File: config.mk
export PLATFORM = sky130hd
export DESIGN_NAME = hc_path_seq
export DESIGN_NICKNAME = d
export VERILOG_FILES = /design/src/rtl/hc_pkg.sv /design/src/rtl/hc_ctz.sv /design/src/rtl/hc_path_seq.sv
export SDC_FILE = /design/constraint.sdc
export NUM_CORES = 1
export LEC_CHECK = 0
export BUFFER_PORTS_ARGS = -buffer_cell sky130_fd_sc_hd__buf_2
export CORE_ASPECT_RATIO = 1.1
export CORE_MARGIN = 5
export CORE_UTILIZATION = 45
export CTS_CLUSTER_SIZE = 24
export DETAILED_ROUTE_END_ITERATION = 8
export MAX_ROUTING_LAYER = met4
export SETUP_SLACK_MARGIN = 0.15
export SLEW_MARGIN = 20
export SYNTH_ARGS = -nofsm -noshare
export SYNTH_HDL_FRONTEND = slang
export SYNTH_SLANG_ARGS = --single-unit
File: constraint.sdc
create_clock -name clk -period 9.85 [get_ports clk]
set_clock_uncertainty 0.15 [all_clocks]
set_input_delay 1.97 -clock clk [delete_from_list [all_inputs] [get_ports clk]]
set_output_delay 1.97 -clock clk [all_outputs]
set_load 0.01 [all_outputs]
File: src/rtl/hc_pkg.sv
// Shared hypercube path definitions: default geometry, sequencer state
// encoding and the width helpers also used by the router.
package hc_pkg;

    localparam int HC_DIM_DEF     = 4;
    localparam int HC_MAX_GRP_DEF = 3;

    typedef enum logic [1:0] {
        ST_IDLE = 2'd0,
        ST_EMIT = 2'd1,
        ST_DONE = 2'd2
    } hc_state_e;

    function automatic int hc_dim_w(input int dim);
        return (dim > 2) ? $clog2(dim) : 1;
    endfunction

    function automatic int hc_len_w(input int dim);
        return $clog2(dim + 1);
    endfunction

    function automatic int hc_grp_w(input int max_grp);
        return (max_grp > 1) ? $clog2(max_grp + 1) : 1;
    endfunction

endpackage

File: src/rtl/hc_ctz.sv
// Count trailing zeros of a (DIM+1)-bit value; results beyond DIM-1
// (including an all-zero input) saturate to DIM-1.
module hc_ctz
    import hc_pkg::*;
#(
    parameter  int DIM = HC_DIM_DEF,
    localparam int DW  = hc_dim_w(DIM)
) (
    input  logic [DIM:0]  val,
    output logic [DW-1:0] ctz
);

    // Downward scan so the lowest set bit is the last one to win.
    always_comb begin
        ctz = DW'(DIM - 1);
        for (int i = DIM - 1; i >= 0; i--) begin
            ctz = val[i] ? DW'(i) : ctz;
        end
    end

endmodule

File: src/rtl/hc_path_seq.sv
// Hypercube path sequencer: expands a subcube-group command into a stream of
// dimension-traversal steps with a valid/ready handshake.
module hc_path_seq
    import hc_pkg::*;
#(
    parameter  int DIM     = HC_DIM_DEF,
    parameter  int MAX_GRP = HC_MAX_GRP_DEF,
    localparam int DW      = hc_dim_w(DIM),
    localparam int LW      = hc_len_w(DIM),
    localparam int GW      = hc_grp_w(MAX_GRP)
) (
    input  logic                  clk,
    input  logic                  rst_n,
    input  logic                  flush,
    input  logic                  cmd_valid,
    output logic                  cmd_ready,
    input  logic [GW-1:0]         cmd_grp_cnt,
    input  logic [MAX_GRP*LW-1:0] cmd_len,
    input  logic [MAX_GRP*DW-1:0] cmd_base,
    input  logic [MAX_GRP*DW-1:0] cmd_exit,
    output logic                  step_valid,
    input  logic                  step_ready,
    output logic [DW-1:0]         step_dim,
    output logic [GW-1:0]         step_grp,
    output logic                  step_last,
    output logic                  busy,
    output logic                  ovf
);

    localparam int CW = DIM + 1;
    localparam int TW = DIM + 3;
    localparam logic [CW-1:0] FULL_CNT = {1'b1, {DIM{1'b0}}};
    localparam logic [DW:0]   DIM_V    = (DW + 1)'(DIM);

    hc_state_e             state_q, state_d;
    logic [GW-1:0]         grp_cnt_q, grp_cnt_d;
    logic [MAX_GRP*LW-1:0] len_q, len_d;
    logic [MAX_GRP*DW-1:0] base_q, base_d, exit_q, exit_d;
    logic [GW-1:0]         ptr_grp_q, ptr_grp_d;
    logic [CW-1:0]         ptr_idx_q, ptr_idx_d, cnt_q, cnt_d;
    logic                  step_valid_q, step_valid_d;
    logic [DW-1:0]         step_dim_q, step_dim_d;
    logic [GW-1:0]         step_grp_q, step_grp_d;
    logic                  step_last_q, step_last_d;
    logic                  ovf_q, ovf_d;

    logic                  cmd_ready_s, accept_s, advance_s, load_s;
    logic [GW-1:0]         src_cnt_s;
    logic [MAX_GRP*LW-1:0] src_len_s;
    logic [MAX_GRP*DW-1:0] src_base_s, src_exit_s;
    logic [CW-1:0]         lim_s [MAX_GRP];
    logic [MAX_GRP-1:0]    live_s;
    logic [TW-1:0]         total_s;
    logic [CW-1:0]         cur_lim_s, nxt_lim_s, nxt_idx_s, nxt_cnt_s, ctz_in_s;
    logic                  cand_found_s, nxt_found_s, cand_hit_s;
    logic [GW-1:0]         cand_grp_s, nxt_grp_s;
    logic [CW-1:0]         cand_idx_s;
    logic [DW-1:0]         nxt_base_s, nxt_exit_s, ctz_s, nxt_dim_s;
    logic [DW:0]           sum_s;
    logic                  nxt_last_s, nxt_trunc_s;

    assign cmd_ready_s = rst_n && (state_q == ST_IDLE) && !flush;
    assign accept_s    = cmd_valid && cmd_ready_s;
    assign advance_s   = (state_q == ST_EMIT) && step_valid_q && step_ready && !step_last_q;
    assign load_s      = (accept_s || advance_s) && nxt_found_s && !flush;

    // The first step is derived from the live command inputs, later ones from the captured copy.
    always_comb begin
        src_cnt_s  = accept_s ? cmd_grp_cnt : grp_cnt_q;
        src_len_s  = accept_s ? cmd_len     : len_q;
        src_base_s = accept_s ? cmd_base    : base_q;
        src_exit_s = accept_s ? cmd_exit    : exit_q;
        total_s    = {TW{1'b0}};
        for (int g = 0; g < MAX_GRP; g++) begin
            lim_s[g]  = (CW'(1) << src_len_s[g*LW +: LW]) - CW'(1);
            live_s[g] = (GW'(g) < src_cnt_s) && (src_len_s[g*LW +: LW] != {LW{1'b0}});
            total_s   = total_s + (live_s[g] ? (TW'(lim_s[g]) + ((g == 0) ? TW'(1) : TW'(0)))
                                             : {TW{1'b0}});
        end
    end

    // Locate the next step: stay inside the current group or jump to the next live one.
    always_comb begin
        cur_lim_s    = {CW{1'b0}};
        cand_found_s = 1'b0;
        cand_hit_s   = 1'b0;
        cand_grp_s   = {GW{1'b0}};
        cand_idx_s   = {CW{1'b0}};
        for (int g = MAX_GRP - 1; g >= 0; g--) begin
            cur_lim_s    = (GW'(g) == ptr_grp_q) ? lim_s[g] : cur_lim_s;
            cand_hit_s   = live_s[g] && (accept_s || (GW'(g) > ptr_grp_q));
            cand_found_s = cand_found_s | cand_hit_s;
            cand_grp_s   = cand_hit_s ? GW'(g) : cand_grp_s;
            cand_idx_s   = cand_hit_s ? ((g == 0) ? {CW{1'b0}} : CW'(1)) : cand_idx_s;
        end
        if (!accept_s && (ptr_idx_q < cur_lim_s)) begin
            nxt_found_s = 1'b1;
            nxt_grp_s   = ptr_grp_q;
            nxt_idx_s   = ptr_idx_q + CW'(1);
        end else begin
            nxt_found_s = cand_found_s;
            nxt_grp_s   = cand_grp_s;
            nxt_idx_s   = cand_idx_s;
        end
    end

    assign ctz_in_s = nxt_idx_s + CW'(1);

    hc_ctz #(.DIM(DIM)) u_ctz (
        .val (ctz_in_s),
        .ctz (ctz_s)
    );

    // Dimension, last flag and truncation for the step about to be presented.
    always_comb begin
        nxt_lim_s  = {CW{1'b0}};
        nxt_base_s = {DW{1'b0}};
        nxt_exit_s = {DW{1'b0}};
        for (int g = 0; g < MAX_GRP; g++) begin
            nxt_lim_s  = (GW'(g) == nxt_grp_s) ? lim_s[g]                : nxt_lim_s;
            nxt_base_s = (GW'(g) == nxt_grp_s) ? src_base_s[g*DW +: DW] : nxt_base_s;
            nxt_exit_s = (GW'(g) == nxt_grp_s) ? src_exit_s[g*DW +: DW] : nxt_exit_s;
        end
        sum_s = {1'b0, nxt_base_s} + {1'b0, ctz_s};
        if (nxt_idx_s == nxt_lim_s) begin
            nxt_dim_s = nxt_exit_s;
        end else if (nxt_grp_s == {GW{1'b0}}) begin
            nxt_dim_s = ctz_s;
        end else if (sum_s >= DIM_V) begin
            nxt_dim_s = {DW{1'b0}};
        end else begin
            nxt_dim_s = sum_s[DW-1:0];
        end
        nxt_cnt_s   = accept_s ? CW'(1) : (cnt_q + CW'(1));
        nxt_last_s  = (TW'(nxt_cnt_s) == total_s) || (nxt_cnt_s == FULL_CNT);
        nxt_trunc_s = (nxt_cnt_s == FULL_CNT) && (total_s > TW'(FULL_CNT));
    end

    // Next-state logic for the FSM, command copy and presented step.
    always_comb begin
        case (state_q)
            ST_IDLE: state_d = accept_s ? ST_EMIT : ST_IDLE;
            ST_EMIT: begin
                if (flush) begin
                    state_d = ST_IDLE;
                end else if (!step_valid_q || (step_ready && step_last_q)) begin
                    state_d = ST_DONE;
                end else begin
                    state_d = ST_EMIT;
                end
            end
            ST_DONE: state_d = ST_IDLE;
            default: state_d = ST_IDLE;
        endcase

        if (accept_s) begin
            grp_cnt_d = cmd_grp_cnt;
            len_d     = cmd_len;
            base_d    = cmd_base;
            exit_d    = cmd_exit;
        end else begin
            grp_cnt_d = grp_cnt_q;
            len_d     = len_q;
            base_d    = base_q;
            exit_d    = exit_q;
        end

        step_dim_d  = step_dim_q;
        step_grp_d  = step_grp_q;
        step_last_d = step_last_q;
        ptr_grp_d   = ptr_grp_q;
        ptr_idx_d   = ptr_idx_q;
        cnt_d       = cnt_q;
        if (load_s) begin
            step_valid_d = 1'b1;
            step_dim_d   = nxt_dim_s;
            step_grp_d   = nxt_grp_s;
            step_last_d  = nxt_last_s;
            ptr_grp_d    = nxt_grp_s;
            ptr_idx_d    = nxt_idx_s;
            cnt_d        = nxt_cnt_s;
        end else if (flush || ((state_q == ST_EMIT) && step_valid_q && step_ready)) begin
            step_valid_d = 1'b0;
        end else begin
            step_valid_d = step_valid_q;
        end

        if (load_s && nxt_trunc_s) begin
            ovf_d = 1'b1;
        end else if (accept_s) begin
            ovf_d = 1'b0;
        end else begin
            ovf_d = ovf_q;
        end
    end

    // State registers with synchronous active-low reset.
    always_ff @(posedge clk) begin
        if (!rst_n) begin
            state_q      <= ST_IDLE;
            grp_cnt_q    <= {GW{1'b0}};
            len_q        <= {(MAX_GRP*LW){1'b0}};
            base_q       <= {(MAX_GRP*DW){1'b0}};
            exit_q       <= {(MAX_GRP*DW){1'b0}};
            ptr_grp_q    <= {GW{1'b0}};
            ptr_idx_q    <= {CW{1'b0}};
            cnt_q        <= {CW{1'b0}};
            step_valid_q <= 1'b0;
            step_dim_q   <= {DW{1'b0}};
            step_grp_q   <= {GW{1'b0}};
            step_last_q  <= 1'b0;
            ovf_q        <= 1'b0;
        end else begin
            state_q      <= state_d;
            grp_cnt_q    <= grp_cnt_d;
            len_q        <= len_d;
            base_q       <= base_d;
            exit_q       <= exit_d;
            ptr_grp_q    <= ptr_grp_d;
            ptr_idx_q    <= ptr_idx_d;
            cnt_q        <= cnt_d;
            step_valid_q <= step_valid_d;
            step_dim_q   <= step_dim_d;
            step_grp_q   <= step_grp_d;
            step_last_q  <= step_last_d;
            ovf_q        <= ovf_d;
        end
    end

    assign cmd_ready  = cmd_ready_s;
    assign step_valid = step_valid_q;
    assign step_dim   = step_dim_q;
    assign step_grp   = step_grp_q;
    assign step_last  = step_last_q;
    assign busy       = (state_q != ST_IDLE);
    assign ovf        = ovf_q;

endmodule

Word level (Yosys, flattened, before mapping)
Cells that the tools add are included.
Widths: inputs -> output; s select.
Operators by class
  $add $sub $neg: 10
  multipliers: 0
  divide/modulo/power cells: 0
  magnitude comparators: 9
  equal/unequal tests: 8
  shift-type cells: 3
  multiplexer cells: 43
  bitwise operators: 2
  reductions and logical operators: 38
Operators by type and width (count)
  $mux 5: 10
  $mux 2: 18
  $logic_and 1x1->1: 18
  $mux 6: 3
  $shl 1x3->5 const A: 3
  $sub 5x2->5 const B: 3
  $add 5x1->5 const B: 2
  $mux 1: 10
  $mux 9: 1
  $reduce_bool 3->1: 3
  $add 6x5->7: 1
  $add 7x5->7: 1
  $eq 5x7->1: 1
  $gt 7x5->1 const B: 1
  $logic_or 1x1->1: 7
  $add 5x1->6 const B: 1
  $logic_not 2->1: 3
  $reduce_bool 2->1: 3
  $eq 5x5->1: 1
  $eq 5x5->1 const B: 1
  $lt 5x5->1: 1
  $eq 1x2->1 const A: 2
  $eq 2x2->1 const A: 2
  $gt 1x2->1 const A: 2
  other kinds (10): 15
Word-level totals
  register bits: 42
  latch bits: 0
  RAM bits: 0
  ROM bits: 0
  input port bits: 28
  output and inout port bits: 9
  memories: 0

Depth between registers and ports, before layout
  depth in word-level cells: 22
  mapped depth: 33
  gate-level depth less buffers: 26

Hierarchy
A second synthesis with hierarchy kept.
Second synthesis, totals
  cells, all modules: 498
  area total of the unflattened synthesis: 3774.9 um^2
Modules (own cells, without submodules)
  hc_path_seq: instances 1, cells an instance 495, area each 3758.6 um^2, sequential area each 840.8 um^2
  hc_ctz: instances 1, cells an instance 3, area each 16.3 um^2, sequential area each 0.0 um^2

Least setup slack after synthesis
Ideal clock, no wire load.
  path type: input to register
  from: input rst_n
  to: register step_dim_q[1], in the netlist step_dim[1]
  arrival: 7.997 ns
  data required time: 9.626 ns
  slack: 1.629 ns
  cell stages on the path: 31
  path buffers: 7
  cell sequence: buf_4 > or4b_1 > buf_6 > clkinv_8 > nand2_1 > buf_2 > buf_2 > buf_1 > clkbuf_1 > nor3b_1 > o21ai_0 > ha_1 > xnor2_1 > nor2_1 > a211oi_1 > a31oi_1 > ha_1 > nand3_1 > a21boi_0 > nor3_1 > mux2i_1 > nor3b_4 > buf_6 > mux2_2 > o21ai_0 > o22ai_1 > ha_1 > fa_1 > nor3b_1 > a21oi_1 > a31oi_1
On the way
  cells in the longest elaborated chain, start to end: 21
Ends and longest elaborated chain
  start: declaration: RTL line hc_path_seq.sv:13  | input logic rst_n,
  $logic_and 1x1->1 (*) (2 in series): RTL line hc_path_seq.sv:62  | assign cmd_ready_s = rst_n && (state_q == ST_IDLE) && !flush;
  via cmd_ready: RTL line hc_path_seq.sv:16  | output logic cmd_ready,
  $logic_and 1x1->1 (*): RTL line hc_path_seq.sv:63  | assign accept_s = cmd_valid && cmd_ready_s;
  $mux 9
  $shl 1x3->5: RTL line hc_path_seq.sv:75  | lim_s[g] = (CW'(1) << src_len_s[g*LW +: LW]) - CW'(1);
  $sub 5x2->5: RTL line hc_path_seq.sv:75
  $mux 5 (3 in series): RTL line hc_path_seq.sv:90  | cur_lim_s = (GW'(g) == ptr_grp_q) ? lim_s[g] : cur_lim_s;
  $lt 5x5->1: RTL line hc_path_seq.sv:96  | if (!accept_s && (ptr_idx_q < cur_lim_s)) begin
  [... 2 more ...]
  $add 3x1->3 or $logic_not 2->1 (tied branches)
  $mux 1 or $mux 2 (tied branches): RTL line hc_ctz.sv:17, hc_path_seq.sv:121
  $mux 2 (on tied branches) (2 in series): RTL line hc_ctz.sv:17, hc_path_seq.sv:121
  $add 2x2->3: RTL line hc_path_seq.sv:124  | sum_s = {1'b0, nxt_base_s} + {1'b0, ctz_s};
  $ge 3x3->1: RTL line hc_path_seq.sv:129  | end else if (sum_s >= DIM_V) begin
  $mux 2: RTL line hc_path_seq.sv:129
  $mux 2: RTL line hc_path_seq.sv:127  | end else if (nxt_grp_s == {GW{1'b0}}) begin
  $mux 2: RTL line hc_path_seq.sv:125  | if (nxt_idx_s == nxt_lim_s) begin
  end signal: assignment: RTL line hc_path_seq.sv:209  | step_dim_q <= {DW{1'b0}};
  end signal: assignment: RTL line hc_path_seq.sv:223  | step_dim_q <= step_dim_d;
  end: declaration: RTL line hc_path_seq.sv:42  | logic [DW-1:0] step_dim_q, step_dim_d;
Mark *: on every way through the listed nets, which the timed path passes. The rest lies on a longest branch.
A chain may end at the register's enable or synchronous reset.

Final worst setup path
  from: input flush
  to: register step_dim_q[0], in the netlist step_dim[0]
On the way
  cells in the longest elaborated chain, start to end: 21
Ends and longest elaborated chain
  start: declaration: RTL line hc_path_seq.sv:14  | input logic flush,
  $logic_not 1->1 (*): RTL line hc_path_seq.sv:62
  $logic_and 1x1->1 (*): RTL line hc_path_seq.sv:62
  $logic_and 1x1->1 (*): RTL line hc_path_seq.sv:63
  $mux 9
  $shl 1x3->5: RTL line hc_path_seq.sv:75
  $sub 5x2->5: RTL line hc_path_seq.sv:75
  $mux 5 (3 in series): RTL line hc_path_seq.sv:90
  $lt 5x5->1: RTL line hc_path_seq.sv:96
  [... 2 more ...]
  via nxt_idx_s[0]: RTL line hc_path_seq.sv:54  | logic [CW-1:0] cur_lim_s, nxt_lim_s, nxt_idx_s, nxt_cnt_s, ctz_in_s;
  $add 3x1->3: RTL line hc_path_seq.sv:107  | assign ctz_in_s = nxt_idx_s + CW'(1);
  $mux 1: RTL line hc_ctz.sv:17  | ctz = val[i] ? DW'(i) : ctz;
  $mux 2 (2 in series): RTL line hc_ctz.sv:17
  $add 2x2->3: RTL line hc_path_seq.sv:124
  $ge 3x3->1: RTL line hc_path_seq.sv:129
  $mux 2: RTL line hc_path_seq.sv:129
  $mux 2: RTL line hc_path_seq.sv:127
  $mux 2 (*): RTL line hc_path_seq.sv:125
Marks and branches as above.

==> run_results.csv <==
group,metric,value,unit
job,drv_cap,0,
routing,firstDrtPassIters,5,
power,swShare,28.9,%
clocking,numCtsBuffers,5,
die,io_pins,37,
die,die_x,95.5,um
timing,period_minus_slack,8.59,ns
clocking,path_clk_slew,0.08,ns
power,pwr-share-seq,39.4,%
grt,grt.busiest_layer,"met2",
timing,slew_viol_final,0,
setup_path,worstPathArrival,8.67,ns
yosys,post-synth-top-count-cell,"nand2_1",
power,ir_worst_vdd,94.9,uV
setup_path,crit_cells,26,
power,p_int,320,uW
grt,antenna_found_initial,0,
yosys,synthDistinctLibCells,80,
place,post-dp-hpwl,7150,um
setup_path,r2r_cells,25,
timing,period_share,87.2,%
cells_and_area,fillers,759,
setup_path,worst-path-buf-inv,2,
grt,use_met3,3.62,%
die,die_area,9940,um^2
setup_path,path_class,"input port to flop",
timing,finalSetupTns,0,ns
setup_path,start_kind,"input port",
clocking,post_cts_buffers,0,
setup_path,endpoint_kind,"flop",
power,p_comb_share,23.7,%
yosys,ys.flop_type,"dfxtp_1",
routing,wl_per_cell,16.2,um
yosys,synth_area_leaders,"dfxtp_1 (23%), nand2_1 (6.0%), ha_1 (5.9%)",
clocking,clockRootBuffer,"clkbuf_8",
routing,detail-route-antenna-nets,0,
grt,grt_pass1_vias,3076,
timing,hold_violations,0,
timing,grt_setup_unrepaired,"no",
yosys,async_reset_ff_share,0,%
yosys,synth_area_per_cell,8.19,um^2
cells_and_area,fin_cells,577,
cells_and_area,nNetsFinal,520,
clocking,cts_resized,0,
power,powerDensity,112,nW/um^2
power,p_switching,130,uW
die,start_util,46.0,%
timing,setup_violations,0,
timing,max_slew.worst_pin.slew,0.934,ns
setup_path,crit_fanout,20,
yosys,syn_area,3620,um^2
clocking,clockBufferDepth,2,
cells_and_area,seq_area,841,um^2
yosys,ys_seq_elements,42,
routing,routed_wl,9340,um
routing,drtIter0Drc,238,
clocking,clock_latency,0.30,ns
power,p_leak,0.00167,uW
yosys,seq_area_frac_synth,23.2,%
setup_path,crit_top_cell,"ha_1",
place,portBuffers,36,
grt,grt_use_met2,30.2,%
status,status,"completed",
routing,vias,3262,
grt,grt.overflow.total,0,
setup_path,max_stage_delay,0.72,ns
cells_and_area,multi_input_area,2600,um^2
cells_and_area,drive_gt1_share,17.1,%
routing,routed_via_density,5.65,
grt,grt_use_met1,26.6,%
yosys,synth_top_cells_by_count,"nand2_1 (58), dfxtp_1 (42), nor2_1 (26)",
clocking,htreeDepth,2,
yosys,yosys.area.top_type,"dfxtp_1",
clocking,ctsHoldBuffers,0,
yosys,synth_edf_count,0,
die,die_h,104,um
timing,slew_headroom,36.9,%
cells_and_area,syn_to_final_growth,10.6,%
min_path,hold_depth,2,
grt,grt_first_pass_wirelength,15400,um
setup_path,critPathSlowestCell,"or4b_1",
die,fp-row-count,34,
setup_path,critPathTopFamily,"simple AND/OR/NAND/NOR gates",
yosys,syn-num-nets,494,
yosys,synthDominantCellAreaShare,23.2,%
clocking,cts_tree,"built",
yosys,syn_inst,442,
setup_path,required,9.93,ns
place,dp_cells,569,
routing,drc,0,
timing,fmax,116,MHz
cells_and_area,antenna_cells,0,
place,place_congestion,0.939,
grt,grt_use_total,19.8,%
power,p_clk_share,36.9,%
yosys,yosys_warnings,0,
grt,grt_max_degree,45,
clocking,cts_sinks,42,
min_path,holdCritPathClass,"flop to flop",
die,coreArea,7870,um^2
cells by family (layout without fill, tap and decap cells):
logic type	after synthesis	after routing	share of synthesized area, %
buf+inv	38	65	5.08
other cells	1	1	0.104
simple gates	182	182	26.8
mux	26	26	7.61
xor+xnor	21	21	5.08
flops	42	42	23.2
fa+ha+maj	24	24	9.75
compound gates	108	108	22.4
layout by cell type (no fill, tap or decap), drive strengths merged, types with 3 or more instances in the layout:
master,count
nand2,59
dfxtp,42
buf,41
nor2,28
o21ai,23
a21boi,17
mux2i,17
ha,17
inv,15
nor2b,15
nand3,14
a21oi,13
xnor2,12
nor3,12
xor2,9
nor3b,9
mux2,9
and2,8
fa,7
a211oi,7
or2,6
a31oi,6
or3,5
nand2b,5
clkbuf,5
nand4,4
o22ai,4
a22oi,4
a21o,3
o21bai,3
nand4b,3
and3,3
o31ai,3
cell type report:
class	instances	share of cell area, %
well taps	108	3.38
clock inverters	3	1.72
clock buffers	5	1.72
repair buffers	41	5.44
flip-flops and latches	42	21.0
multi-input cells	362	64.9
inverters	16	1.81
sequential cells by signal, summed over array words and instances (netlist names):
register    count
len_q           9
base_q          6
exit_q          6
cnt_q           5
ptr_idx_q       5
grp_cnt_q       2
state_q         2
step_dim        2
step_grp        2
ovf             1
step_last       1
step_valid      1
per-stage QoR:
step	hold WS [ns]	total power [uW]	util [%]	instance area (um^2)	worst slack, ns
finish	0.315	450	50.9	4000	1.26
global route	0.333	475	50.9	4000	0.538
CTS	0.320	455	50.9	4000	1.33
detailed placement	0.308	287	49.1	3860	1.02
global placement	0.302	285	49.1	3860	1.33
floorplan	0.289	258	-	3620	1.63
worst paths after layout:
check / start / endpoint / slack, ns
setup reg to reg: state_q[0] / step_dim[0] / 2.66
hold reg to reg: exit_q[3] / exit_q[3] / 0.32
setup / recovery: flush / step_dim[0] / 1.26
hold / removal: exit_q[3] / exit_q[3] / 0.32
per-layer routing:
metal  part of all wire, %  vias up
met1                    47     1507
met5                     0        -
li1                      -     1649
met4                   1.5        0
met2                    46       95
met3                   5.3       11
power groups by stage:
stage               Clock [uW]  Sequential, uW  Combinational, uW
CTS                        172             177                106
global placement             0             181                104
floorplan                    0             180               78.0
detailed placement           0             181                106
finish                     166             177                107
global route               179             178                118
worst reg2reg max path, cell delays in order (launching register included):
cell	delay (ns)
dfxtp_1	0.36
or4b_1	0.77
clkinv_8	0.15
nand2_1	0.41
mux2i_1	0.54
o21ai_0	0.17
ha_1	0.24
xnor2_1	0.32
nor2_1	0.07
a211oi_1	0.22
a31oi_1	0.07
ha_1	0.34
nand3_1	0.08
a21boi_0	0.10
nor3_1	0.56
nand2_1	0.28
o21ai_0	0.54
ha_1	0.35
xnor2_1	0.10
o21a_1	0.19
ha_1	0.21
fa_1	0.39
nor3b_1	0.22
a21o_1	0.11
a21oi_1	0.04
a21oi_1	0.14
No activity file was read; power rests on OpenSTA's default activity.
